$ cat config.mk
export PLATFORM = sky130hd
export DESIGN_NAME = vector_sweep_ctrl
export DESIGN_NICKNAME = d
export VERILOG_FILES = /design/src/rtl/vector_sweep_ctrl.sv
export SDC_FILE = /design/constraint.sdc
export NUM_CORES = 1
export LEC_CHECK = 0
export ABC_AREA = 1
export CORE_MARGIN = 2
export CORE_UTILIZATION = 50
export DETAILED_ROUTE_END_ITERATION = 8
export DONT_BUFFER_PORTS = 1
export PLACE_DENSITY = 0.64
export SYNTH_ARGS = -nofsm -noshare
export SYNTH_HDL_FRONTEND = slang
export SYNTH_SLANG_ARGS = --single-unit
export TNS_END_PERCENT = 10
$ cat constraint.sdc
create_clock -name CK -period 1.4 [get_ports CK]
set_input_delay 0.14 -clock CK [delete_from_list [all_inputs] [get_ports CK]]
set_output_delay 0.14 -clock CK [all_outputs]
set_load 0.01 [all_outputs]
$ cat src/rtl/vector_sweep_ctrl.sv
`default_nettype none
// ============================================================================
//  Module      : vector_sweep_ctrl
//  Description : Exhaustive input-sweep sequencer for a benchmark DUT. It
//                drives every vector 0 .. 2^N_W-1 in ascending order on N,
//                waits SETTLE extra cycles, samples dut_out and emits one
//                {vector, response} record per vector over a valid/ready
//                stream. Optional response signature is enabled by defining
//                the macro SWEEP_SIG_EN.
//  Revision    : 1.0 - initial release
// ============================================================================
module vector_sweep_ctrl #(
  parameter int N_W    = 3,   // DUT input width; sweep covers 2^N_W vectors
  parameter int OUT_W  = 1,   // DUT output width, 1..16
  parameter int SETTLE = 1    // extra settle cycles before sampling, 0..255
) (
  input  logic             CK,
  input  logic             reset,
  input  logic             start,
  output logic             busy,
  output logic             done,
  output logic [N_W-1:0]   N,
  input  logic [OUT_W-1:0] dut_out,
  output logic             rec_valid,
  input  logic             rec_ready,
  output logic [N_W-1:0]   rec_vec,
  output logic [OUT_W-1:0] rec_out,
  output logic [N_W:0]     rec_count
`ifdef SWEEP_SIG_EN
  ,
  output logic [15:0]      sig
`endif
);

  typedef enum logic [1:0] {
    S_IDLE   = 2'd0,
    S_SETTLE = 2'd1,
    S_EMIT   = 2'd2,
    S_DONE   = 2'd3
  } state_t;

  localparam logic [7:0]     C_SETTLE = 8'(SETTLE);
  localparam logic [N_W-1:0] C_LAST   = {N_W{1'b1}};
  // Largest record count: one record per vector, so 2^N_W.
  localparam logic [N_W:0]   C_MAX    = {1'b1, {N_W{1'b0}}};

  state_t             state_q, state_d;
  logic [N_W-1:0]     n_q, n_d;
  logic [7:0]         cnt_q, cnt_d;
  logic               vld_q, vld_d;
  logic [N_W-1:0]     vec_q, vec_d;
  logic [OUT_W-1:0]   out_q, out_d;
  logic [N_W:0]       count_q, count_d;
  logic               w_hs;

`ifdef SWEEP_SIG_EN
  logic [15:0]        sig_q, sig_d;
`endif

  // A record is consumed only when one is actually being offered.
  assign w_hs = vld_q && rec_ready;

  // Next-state and datapath update for the sweep sequencer.
  always_comb begin
    state_d = state_q;
    n_d     = n_q;
    cnt_d   = cnt_q;
    vld_d   = vld_q;
    vec_d   = vec_q;
    out_d   = out_q;
    count_d = count_q;
`ifdef SWEEP_SIG_EN
    sig_d   = sig_q;
`endif

    case (state_q)
      S_IDLE: begin
        if (start) begin
          n_d     = '0;
          count_d = '0;
          cnt_d   = C_SETTLE;
`ifdef SWEEP_SIG_EN
          sig_d   = '0;
`endif
          state_d = S_SETTLE;
        end
      end

      S_SETTLE: begin
        if (cnt_q != 8'd0) begin
          cnt_d = cnt_q - 8'd1;
        end else begin
          // Vector has been on N for SETTLE+1 cycles: capture the response.
          out_d   = dut_out;
          vec_d   = n_q;
          vld_d   = 1'b1;
          state_d = S_EMIT;
        end
      end

      S_EMIT: begin
        // Record and N are held untouched until the consumer takes it.
        if (w_hs) begin
          vld_d = 1'b0;
          if (count_q != C_MAX) begin
            count_d = count_q + 1'b1;
          end
`ifdef SWEEP_SIG_EN
          sig_d = {sig_q[14:0], sig_q[15]} ^ 16'(out_q);
`endif
          if (n_q == C_LAST) begin
            // Last vector stays on N; the sweep never wraps.
            state_d = S_DONE;
          end else begin
            n_d     = n_q + 1'b1;
            cnt_d   = C_SETTLE;
            state_d = S_SETTLE;
          end
        end
      end

      S_DONE: begin
        state_d = S_IDLE;
      end

      default: begin
        state_d = S_IDLE;
      end
    endcase
  end

  // State and datapath registers, cleared asynchronously so an aborted
  // sweep leaves no partial record behind.
  always_ff @(posedge CK or negedge reset) begin
    if (!reset) begin
      state_q <= S_IDLE;
      n_q     <= '0;
      cnt_q   <= '0;
      vld_q   <= 1'b0;
      vec_q   <= '0;
      out_q   <= '0;
      count_q <= '0;
    end else begin
      state_q <= state_d;
      n_q     <= n_d;
      cnt_q   <= cnt_d;
      vld_q   <= vld_d;
      vec_q   <= vec_d;
      out_q   <= out_d;
      count_q <= count_d;
    end
  end

`ifdef SWEEP_SIG_EN
  // Response signature register, held after DONE until the next start.
  always_ff @(posedge CK or negedge reset) begin
    if (!reset) begin
      sig_q <= '0;
    end else begin
      sig_q <= sig_d;
    end
  end

  assign sig = sig_q;
`endif

  // busy covers SETTLE, EMIT and DONE; done is the single DONE cycle.
  assign busy      = (state_q != S_IDLE);
  assign done      = (state_q == S_DONE);
  assign N         = n_q;
  assign rec_valid = vld_q;
  assign rec_vec   = vec_q;
  assign rec_out   = out_q;
  assign rec_count = count_q;

endmodule
`default_nettype wire

==> flow_summary.ini, run 1 <==
[status]
status = completed

[synthesis]
yosysTopAreaCell = dfrtp_1
synth_top_area_share = 0.419
ys_types = 19
ys_warn_count = 0
synthCells = 173
syn_area_sq_mm = 0.00132
yosysSeqAreaShare = 0.419
ys_top_cells_by_area = dfrtp_1 42%, nand2_1 19%, nand3_1 7.6%
ys_ff_latch = 22
synth_nets = 184
syn_area_per_cell_sq_um = 7.60

[worst_setup_path]
max_stage_delay_ns = 0.41
cp_cell_sequence = ha_2, ha_4, nand2_2, nand2_2, nor2_4, nand2_8, nand2_1, nand2_1
path_class = reg2reg
path_delay_family = simple AND/OR/NAND/NOR gates
cp.required_ns = 1.62
critPathBufInv = 0
worst_path_max_delay_cell = dfrtp_1
arrival_ns = 1.60
path_max_fanout = 8
cp-end-kind = flip-flop
crit_path_start_kind = flip-flop

[finish]
final_cell_mix = 59 x nand2_1, 21 x dfrtp_1, 19 x nand3_1
syn_to_final_growth_pct = 18.0
diodes = 0
layout_commonest_cell = nand2_1
finalInstanceArea_sq_mm = 0.00155
drive_gt1_frac = 0.232
layout.nets = 202
fillers = 211

[pwr]
power_density_mw_per_mm2 = 655
cellLeakagePower_nw = 0.772
vdd_drop_max_uv = 639

[timing]
fin_crit_sh = 0.983
hold_viol = 0
setup_viol = 0
relSlewSlack = 0.342
fmax_ghz = 0.726
skew_ns = 0.00207
finalWorstSetupSlack_ns = 0.0234
tns_ns = 0
rsz0062_at_grt = true
hold_ws_ns = 0.0540
fin_crit_ns = 1.38
finalMaxSlewViolations = 0
tightestPinTransition_ns = 0.983

[clocking]
clk_pin_slew_worst_paths_ns = 0.12
cts_root_buffer = clkbuf_4
cts.sinks = 22
htreeDepth = 1
numCtsBuffers = 3
clkLatencyLatePin_ns = 0.31
cts_buffer_depth = 2
cts_tree = yes

[place]
placedInstanceArea_sq_mm = 0.00142
port_buffers = 0
dp_slack_ns = 0.00834
place_congestion = 0.752
place_hpwl_um = 1880

[routing]
totalWireLength_um = 2620
wl_per_cell_um = 11.9
drc = 0
vias_per_cell = 4.88
first_pass_iters = 4
vias = 1073
ant_nets = 0
drt_first_iter_violations = 24

[flow_run]
drv_cap = 0

[grt]
grt_max_degree = 23
antenna_found_initial = 0
grt.overflow.total = 0
grtUsageTotal = 0.181
grt_pass1_vias = 1069
grt_pass1_wl_um = 4480

[die]
core_area_sq_mm = 0.00248
die_x_um = 55.3
die_h_um = 55.3
die_area_sq_mm = 0.00306
rows = 18
start_util = 0.531
ios = 19

[hold_path]
hp-class = in2reg
## worst paths after layout
kind	to	slack, ns	startpoint	cells past startpoint
min	state_q[1]	0.05	rec_ready	3
min reg2reg	cnt_q[1]	0.52	cnt_q[1]	2
max reg2reg	cnt_q[2]	0.02	N[1]	8
min in group asynchronous	rec_count[3]	0.42	reset	1
max in group asynchronous	state_q[1]	0.33	reset	1
max	cnt_q[2]	0.02	N[1]	8
## state kept, by name, summed over array words and instances (netlist names)
signal	cells
cnt_q	8
state_q	2
N	3
rec_valid	1
rec_out	1
rec_vec	3
rec_count	4
## routing by layer
metal / vias up / global-route usage / wire [um] / part of all wire
li1: 569 / - / - / -
met1: 474 / 0.244 / 1230 / 0.47
met2: 23 / 0.287 / 1240 / 0.47
met3: 7 / 0.0304 / 99 / 0.038
met4: 0 / 0.0801 / 54 / 0.021
met5: - / 0 / 0 / 0
## cell usage after synthesis
cell      number
a21oi_1        1
buf_6          1
dfrtp_1       22
ha_1           6
inv_1         18
inv_2          3
nand2_1       65
nand2_2        1
nand2_4        5
nand3_1       20
nand4_1        1
nor2_1        13
nor2_2         2
nor2_4         5
o21ai_0        5
o21ai_1        1
o21bai_1       1
xnor2_1        2
xor2_1         1
## where the power goes
part | internal [W] | switching (W) | leakage [nW] | total, W
logic | 0.00000609 | 0.0000142 | 0.481 | 0.0000202
clock network | 0.000159 | 0.000201 | 0.0210 | 0.000360
registers | 0.000635 | 0 | 0.270 | 0.000635
total | 0.000800 | 0.000216 | 0.772 | 0.00102
## layout make-up
cell class,count,area (sq um),share of cell area
clock buffer,4,36.3,0.0234
inverter,21,78.8,0.0508
multi-input combinational,130,738,0.476
sequential,22,552,0.356
tap,30,37.5,0.0242
timing repair buffer,13,109,0.0702
## worst register-to-register path: cells and delay by family, from the launching register on
family / cells / cell delay, ns
AND/OR/NAND/NOR: 6 / 0.52
flip-flops: 1 / 0.41
adder cells (fa/ha/maj): 2 / 0.36
## timing repair
| action | 4_1_cts | 5_1_grt |
|---|---|---|
| resized for setup | 4 | 13 |
| setup buffers | 0 | 0 |
| pin swaps | 2 | 7 |
| setup endpoints to repair | 2 | 18 |
| cloned | 0 | 1 |
| hold buffers | 3 | 0 |
| hold endpoints to repair | 24 | 0 |
## through the flow
step / util / std cells / total power (W)
final: 0.626 / 220 / 0.00102
after global routing: 0.626 / 220 / 0.00105
after CTS: 0.603 / 219 / 0.00103
after detailed placement: 0.572 / 212 / 0.000650
after global placement: 0.572 / 212 / 0.000650
after floorplan: - / 173 / 0.000650
## kinds of logic after synthesis
logic type / count (synthesis) / synth area share
buffers and inverters: 22 / 0.0685
flip-flops: 22 / 0.419
AO/OA/AOI/OAI: 8 / 0.0323
XOR/XNOR: 3 / 0.0200
AND/OR/NAND/NOR: 112 / 0.403
adder cells (fa/ha/maj): 6 / 0.0571
Note: power is estimated with default switching activity, not from simulation.
==> inputs of run 2 (changes only) <==
--- a/config.mk
+++ b/config.mk
@@ -8,8 +8,10 @@
 export ABC_AREA = 1
 export CORE_MARGIN = 2
 export CORE_UTILIZATION = 50
+export CTS_BUF_LIST = sky130_fd_sc_hd__clkbuf_2 sky130_fd_sc_hd__clkbuf_4 sky130_fd_sc_hd__clkbuf_8
 export DETAILED_ROUTE_END_ITERATION = 8
 export DONT_BUFFER_PORTS = 1
+export GPL_TIMING_DRIVEN = 1
 export PLACE_DENSITY = 0.64
 export SYNTH_ARGS = -nofsm -noshare
 export SYNTH_HDL_FRONTEND = slang
==> results of run 2 <==
The final DEF is identical to that of run 1; final timing and power are the same.
